File: config.mk
export PLATFORM = sky130hd
export DESIGN_NAME = sram_bus_arbiter
export DESIGN_NICKNAME = d
export VERILOG_FILES = /design/src/rtl/sram_bus_arbiter.sv
export SDC_FILE = /design/constraint.sdc
export NUM_CORES = 1
export LEC_CHECK = 0
export ABC_AREA = 1
export CAP_MARGIN = 20
export CORE_AREA = 2 2 125 127
export DETAILED_ROUTE_END_ITERATION = 10
export DIE_AREA = 0 0 127 129
export SLEW_MARGIN = 20
export SYNTH_ARGS = -nofsm -noshare
export SYNTH_HDL_FRONTEND = slang
export SYNTH_SLANG_ARGS = --single-unit
export TNS_END_PERCENT = 10
File: constraint.sdc
create_clock -name clk -period 2.8 [get_ports clk]
set_input_delay 0.56 -clock clk [delete_from_list [all_inputs] [get_ports clk]]
set_output_delay 0.56 -clock clk [all_outputs]
set_load 0.005 [all_outputs]
File: src/rtl/sram_bus_arbiter.sv
// Arbitrates the inst and data SRAM-like masters onto one SRAM-like slave port,
// with a response-ordering FIFO. Define SRAM_ARB_RR_EN for round-robin grant.
module sram_bus_arbiter #(
  parameter int unsigned OUTSTANDING = 2
) (
  input  logic        clk,
  input  logic        reset,

  input  logic        inst_sram_req,
  input  logic        inst_sram_wr,
  input  logic [1:0]  inst_sram_size,
  input  logic [3:0]  inst_sram_wstrb,
  input  logic [31:0] inst_sram_addr,
  input  logic [31:0] inst_sram_wdata,
  output logic        inst_sram_addr_ok,
  output logic        inst_sram_data_ok,
  output logic [31:0] inst_sram_rdata,

  input  logic        data_sram_req,
  input  logic        data_sram_wr,
  input  logic [1:0]  data_sram_size,
  input  logic [3:0]  data_sram_wstrb,
  input  logic [31:0] data_sram_addr,
  input  logic [31:0] data_sram_wdata,
  output logic        data_sram_addr_ok,
  output logic        data_sram_data_ok,
  output logic [31:0] data_sram_rdata,

  output logic        mem_req,
  output logic        mem_wr,
  output logic [1:0]  mem_size,
  output logic [3:0]  mem_wstrb,
  output logic [31:0] mem_addr,
  output logic [31:0] mem_wdata,
  input  logic        mem_addr_ok,
  input  logic        mem_data_ok,
  input  logic [31:0] mem_rdata
);

  localparam int unsigned CNT_W = $clog2(OUTSTANDING + 1);
  localparam int unsigned PTR_W = (OUTSTANDING > 1) ? $clog2(OUTSTANDING) : 1;
  localparam logic SRC_INST = 1'b0;
  localparam logic SRC_DATA = 1'b1;

  typedef enum logic [1:0] {
    IDLE      = 2'd0,
    HOLD_DATA = 2'd1,
    HOLD_INST = 2'd2
  } state_e;

  state_e                 state_q, state_d;
  logic [CNT_W-1:0]       count_q, count_d;
  logic [PTR_W-1:0]       wr_ptr_q, wr_ptr_d;
  logic [PTR_W-1:0]       rd_ptr_q, rd_ptr_d;
  logic [OUTSTANDING-1:0] fifo_q, fifo_d;

  logic gnt_inst;
  logic gnt_data;
  logic full;
  logic empty;
  logic push;
  logic pop;
  logic push_src;
  logic head_src;

`ifdef SRAM_ARB_RR_EN
  logic last_grant_q, last_grant_d;
`endif

  function automatic logic [PTR_W-1:0] next_ptr(input logic [PTR_W-1:0] p);
    if (p == PTR_W'(OUTSTANDING - 1)) begin
      return '0;
    end
    return p + PTR_W'(1);
  endfunction

  assign full  = (count_q == CNT_W'(OUTSTANDING));
  assign empty = (count_q == '0);

  // Grant FSM: IDLE grants combinationally; HOLD_* locks until address handshake.
  always_comb begin
    state_d  = state_q;
    gnt_inst = 1'b0;
    gnt_data = 1'b0;
    unique case (state_q)
      IDLE: begin
        if (!full) begin
`ifdef SRAM_ARB_RR_EN
          if (data_sram_req && (!inst_sram_req || last_grant_q == SRC_INST)) begin
            gnt_data = 1'b1;
          end else if (inst_sram_req) begin
            gnt_inst = 1'b1;
          end
`else
          if (data_sram_req) begin
            gnt_data = 1'b1;
          end else if (inst_sram_req) begin
            gnt_inst = 1'b1;
          end
`endif
          if (gnt_data && !mem_addr_ok) begin
            state_d = HOLD_DATA;
          end else if (gnt_inst && !mem_addr_ok) begin
            state_d = HOLD_INST;
          end
        end
      end
      HOLD_DATA: begin
        gnt_data = 1'b1;
        if (data_sram_req && mem_addr_ok) begin
          state_d = IDLE;
        end
      end
      HOLD_INST: begin
        gnt_inst = 1'b1;
        if (inst_sram_req && mem_addr_ok) begin
          state_d = IDLE;
        end
      end
      default: state_d = IDLE;
    endcase
  end

  always_comb begin
    mem_req   = 1'b0;
    mem_wr    = 1'b0;
    mem_size  = '0;
    mem_wstrb = '0;
    mem_addr  = '0;
    mem_wdata = '0;
    if (gnt_data) begin
      mem_req   = data_sram_req;
      mem_wr    = data_sram_wr;
      mem_size  = data_sram_size;
      mem_wstrb = data_sram_wstrb;
      mem_addr  = data_sram_addr;
      mem_wdata = data_sram_wdata;
    end else if (gnt_inst) begin
      mem_req   = inst_sram_req;
      mem_wr    = inst_sram_wr;
      mem_size  = inst_sram_size;
      mem_wstrb = inst_sram_wstrb;
      mem_addr  = inst_sram_addr;
      mem_wdata = inst_sram_wdata;
    end
  end

  assign push     = mem_req & mem_addr_ok;
  assign push_src = gnt_data ? SRC_DATA : SRC_INST;
  assign pop      = mem_data_ok & ~empty;
  assign head_src = fifo_q[rd_ptr_q];

  always_comb begin
    fifo_d   = fifo_q;
    wr_ptr_d = wr_ptr_q;
    rd_ptr_d = rd_ptr_q;
    count_d  = count_q;
    if (push) begin
      fifo_d[wr_ptr_q] = push_src;
      wr_ptr_d         = next_ptr(wr_ptr_q);
    end
    if (pop) begin
      rd_ptr_d = next_ptr(rd_ptr_q);
    end
    unique case ({push, pop})
      2'b10:   count_d = count_q + CNT_W'(1);
      2'b01:   count_d = count_q - CNT_W'(1);
      default: count_d = count_q;
    endcase
  end

`ifdef SRAM_ARB_RR_EN
  always_comb begin
    last_grant_d = last_grant_q;
    if (push) begin
      last_grant_d = push_src;
    end
  end

  always_ff @(posedge clk) begin
    if (reset) begin
      last_grant_q <= SRC_INST;
    end else begin
      last_grant_q <= last_grant_d;
    end
  end
`endif

  always_ff @(posedge clk) begin
    if (reset) begin
      state_q  <= IDLE;
      count_q  <= '0;
      wr_ptr_q <= '0;
      rd_ptr_q <= '0;
      fifo_q   <= '0;
    end else begin
      state_q  <= state_d;
      count_q  <= count_d;
      wr_ptr_q <= wr_ptr_d;
      rd_ptr_q <= rd_ptr_d;
      fifo_q   <= fifo_d;
    end
  end

  assign inst_sram_addr_ok = mem_addr_ok & gnt_inst;
  assign data_sram_addr_ok = mem_addr_ok & gnt_data;
  assign inst_sram_data_ok = pop & (head_src == SRC_INST);
  assign data_sram_data_ok = pop & (head_src == SRC_DATA);
  assign inst_sram_rdata   = mem_rdata;
  assign data_sram_rdata   = mem_rdata;

endmodule

==> impl_results.md <==
- DRC violation count after routing: 0
- Number of fill cells in the layout: approximately 1,600
- Die Ht: approximately 130 um
- Total routed wirelength: 11,400 um
- Largest family of logic cells by synthesized area: compound AO/OA/AOI/OAI gates
- Number of standard-cell rows in the floorplan: 45
- Time the final worst path needs with I/O delays and setup: 2.60 ns
- RSZ-0062 raised after global routing: false
- Routed via count: 2,390
- Total power per unit cell area: 633 nW/um^2
- Overall power consumption: roughly 0.0025 W
- Detailed Place HPWL: 9150 um
- Number of standard cells in the layout, taps in and fillers out: 594
- Maxcap violations: 0
- Clock buffer count from CTS: 3
- # H-tree levels: 1
- Share of Yosys cell area claimed by the top area cell type: 36.6%
- Flops & latches, synth: 8
- Total Die Area: between 15,000 and 20,000 um^2
- Number of instances in the synthesized netlist: 235
- Multi-input gate area in the final layout: 1000 um^2
- Number of failing hold endpoints at the final stage: 0
- Detailed-router iteration count before antenna repair: 4
- Summed instance area of the synthesized netlist: 1700 um^2
- Placed Cells: 579
- Required time of the critical path: 2.24 ns
- CTS tree: built
- Cell chain of the critical path: dlygate4sd2_1, nor2_2, nand3_2, nand2_8, buf_12, a22o_1, clkdlybuf4s50_1
- Critical-path cell with the highest stage delay: sky130_fd_sc_hd__clkdlybuf4s50_1
- Library cell occupying the most area in the post-synthesis netlist: sky130_fd_sc_hd__a22o_1
- Path type of the worst min-delay path: reg -> reg
- Initial antenna violation count: 1
- Source-to-sink clock delay at the later pin of the worst-skew pair: 0.24 ns
- Cell variety after synth: 16
- Critical path class: in -> out
- Std-Cell Core Area: about 15,000 um^2
- Fraction of final layout cells sized beyond drive strength 1: 11.1%
- Compound-gate portion of the synthesized area: slightly above 40%
- Remaining antenna violation count after routing: 0
- Proportion of synthesized area in mux cells: 0%
- Number of nets in the final layout: 588
- Final period util: 92.8%
- Post-synthesis adder-cell area fraction: 0.736%
- Clock slew seen by the registers of the worst setup and hold paths: ~0.04 ns
- FF/Latch Area: 160 um^2
- Overall track demand over capacity in global routing: between 10% and 20%
- 1st-iter DRT viols: 79
- Max IR drop VDD: approximately 500 uV
- Average size of a mapped cell: 7.24 um^2
- Number of global-route vias before repair: around 2,500
- X dimension of the die: around 130 um
- Total of hold buffers inserted after clock tree synthesis: 0
- Arrival time of the worst setup path: 2.04 ns
- Routability cong.: 0.849
- Remaining max-slew budget at the tightest pin: 78.3%
- Layout Area Growth over Synthesis: 137%
- Leakage: 1.85 nW
- Crit-path max FO: 11
- Startpoint class of the critical path: input port
- Post-detailed-route wirelength per cell: about 19 um
- Clock sink count: 8
- Via-per-instance ratio: 4.02
- First-pass GRT wire length: 15,200 um
- Maximum number of pins on one net before global-route repair: 41
- Total of buffers placed on input and output ports: roughly 220
- Residual overflow from global routing: 0
- Number of max-slew violations in the final report: 0
- Status: completed
- Critical Path Max Stage Delay: 0.51 ns
- Sequential area share after synthesis: 9.42%
- Final number of setup-violating endpoints: 0
- Worst clock skew: roughly 0.0018 ns
- CP endpoint kind: output pin
- Maximum clock insertion buffer count: 2
- Syn. warnings: 0
- Total nets after synthesis: between 400 and 500
- Synth Area in Simple Gates: 11.6%
- Cell types occupying the most area after synthesis: sky130_fd_sc_hd__a22o_1 (37%), sky130_fd_sc_hd__buf_4 (28%), sky130_fd_sc_hd__dfxtp_1 (9.4%)
- Root Buffer: sky130_fd_sc_hd__clkbuf_16
- Initial Util: 11.4%
- Maximum clock frequency: 0.385 GHz
- XOR/XNOR share of the synthesized area: 0%
- Transition time at the pin with the least slew margin: 0.323 ns
- Top-level I/O count: between 300 and 400
[per-stage QoR]
| step | TNS [ns] | hold slack (ns) | worst slack (ns) | cell area, um^2 | util, % |
|---|---|---|---|---|---|
| after floorplan | 0 | 0.439 | 0.942 | 1700 | - |
| after global placement | -8.79 | 0.453 | -0.280 | 3750 | 25.0 |
| after detailed placement | -8.53 | 0.463 | -0.271 | 3750 | 25.0 |
| after CTS | -0.814 | 0.468 | -0.127 | 3940 | 26.3 |
| after global routing | 0 | 0.492 | 0.147 | 4020 | 26.9 |
| final | 0 | 0.465 | 0.203 | 4030 | 26.9 |
[cells by family after synthesis]
family          Yosys count
simple gates             41
flops                     8
compound gates           87
buf+inv                  98
fa+ha+maj                 1
[area by class of cell]
class / instances / share of cell area (%)
multi-input combinational: 129 / 24.9
tap: 188 / 5.84
sequential: 8 / 3.98
antenna: 1 / 0.0622
timing repair buffer: 245 / 61.5
inverter: 20 / 1.87
clock buffer: 3 / 1.87
[critical path: cells and delay by family]
family                 cells  cell delay, ns
AO/OA/AOI/OAI              1            0.14
buffers and inverters      3            0.93
AND/OR/NAND/NOR            3            0.40
[flip-flops by register name, summed over array words and instances, names as in the netlist]
signal	cells
rd_ptr_q	1
state_q	2
fifo_q	2
count_q	2
wr_ptr_q	1
[where the power goes]
part,internal [W],switching (W),total [W]
Combinational,0.00123,0.000909,0.00213
Clock,0.000184,0.0000594,0.000244
Sequential,0.000141,0.0000293,0.000171
Total,0.00155,0.000997,0.00255
[timing repair]
action | CTS | global route
setup buffers | 2 | 6
cloned | 2 | 1
endpoints found under the setup margin | 72 | 8
pin swaps | 7 | 2
resized for setup | 87 | 7
[cell usage in the layout (no fill, tap or decap)]
cell type                         count
sky130_fd_sc_hd__inv_2                2
sky130_fd_sc_hd__a22o_1              63
sky130_fd_sc_hd__nand3_1              4
sky130_fd_sc_hd__diode_2              1
sky130_fd_sc_hd__buf_4               11
sky130_fd_sc_hd__nor2_1              12
sky130_fd_sc_hd__nor2_2               1
sky130_fd_sc_hd__clkdlybuf4s15_1      1
sky130_fd_sc_hd__o21bai_1             1
sky130_fd_sc_hd__o21ai_0              9
sky130_fd_sc_hd__inv_1               18
sky130_fd_sc_hd__buf_12               7
sky130_fd_sc_hd__a22o_4               8
sky130_fd_sc_hd__nand4_1              2
sky130_fd_sc_hd__nand2_8              1
sky130_fd_sc_hd__clkdlybuf4s50_1    154
sky130_fd_sc_hd__dlygate4sd2_1       64
sky130_fd_sc_hd__dlymetal6s2s_1       4
sky130_fd_sc_hd__a21oi_1              6
sky130_fd_sc_hd__dfxtp_1              8
sky130_fd_sc_hd__buf_6                1
sky130_fd_sc_hd__nand2_2              5
sky130_fd_sc_hd__nand3_2              3
sky130_fd_sc_hd__nand2_1             13
sky130_fd_sc_hd__ha_1                 1
sky130_fd_sc_hd__clkbuf_16            4
sky130_fd_sc_hd__buf_16               2
[routing by layer]
layer / GRT usage [%] / up-vias / routed length (um)
met1: 17.3 / 1090 / 5250
li1: - / 1122 / -
met3: 4.12 / 8 / 1180
met2: 18.7 / 170 / 4950
met5: 0 / - / 0
met4: 1.94 / 0 / 74
[cell usage after synthesis]
library cell and n:
sky130_fd_sc_hd__a21oi_1 6, sky130_fd_sc_hd__a22o_1 71, sky130_fd_sc_hd__buf_2 14, sky130_fd_sc_hd__buf_4 64
sky130_fd_sc_hd__dfxtp_1 8, sky130_fd_sc_hd__ha_1 1, sky130_fd_sc_hd__inv_1 19, sky130_fd_sc_hd__inv_2 1
sky130_fd_sc_hd__nand2_1 13, sky130_fd_sc_hd__nand2_2 6, sky130_fd_sc_hd__nand3_1 4, sky130_fd_sc_hd__nand3_2 3
sky130_fd_sc_hd__nand4_1 2, sky130_fd_sc_hd__nor2_1 13, sky130_fd_sc_hd__o21ai_0 9, sky130_fd_sc_hd__o21bai_1 1
[worst paths after layout]
check	cells after the start	startpoint	endpoint	slack, ns
max reg2reg	16	count_q[0]$_SDFFE_PP0P_	count_q[1]$_SDFFE_PP0P_	0.53
min	1	rd_ptr_q$_SDFFE_PP0P_	rd_ptr_q$_SDFFE_PP0P_	0.46
max	7	data_sram_req	mem_addr[28]	0.20
min reg2reg	1	rd_ptr_q$_SDFFE_PP0P_	rd_ptr_q$_SDFFE_PP0P_	0.46
No activity file was read; power rests on OpenSTA's default activity.
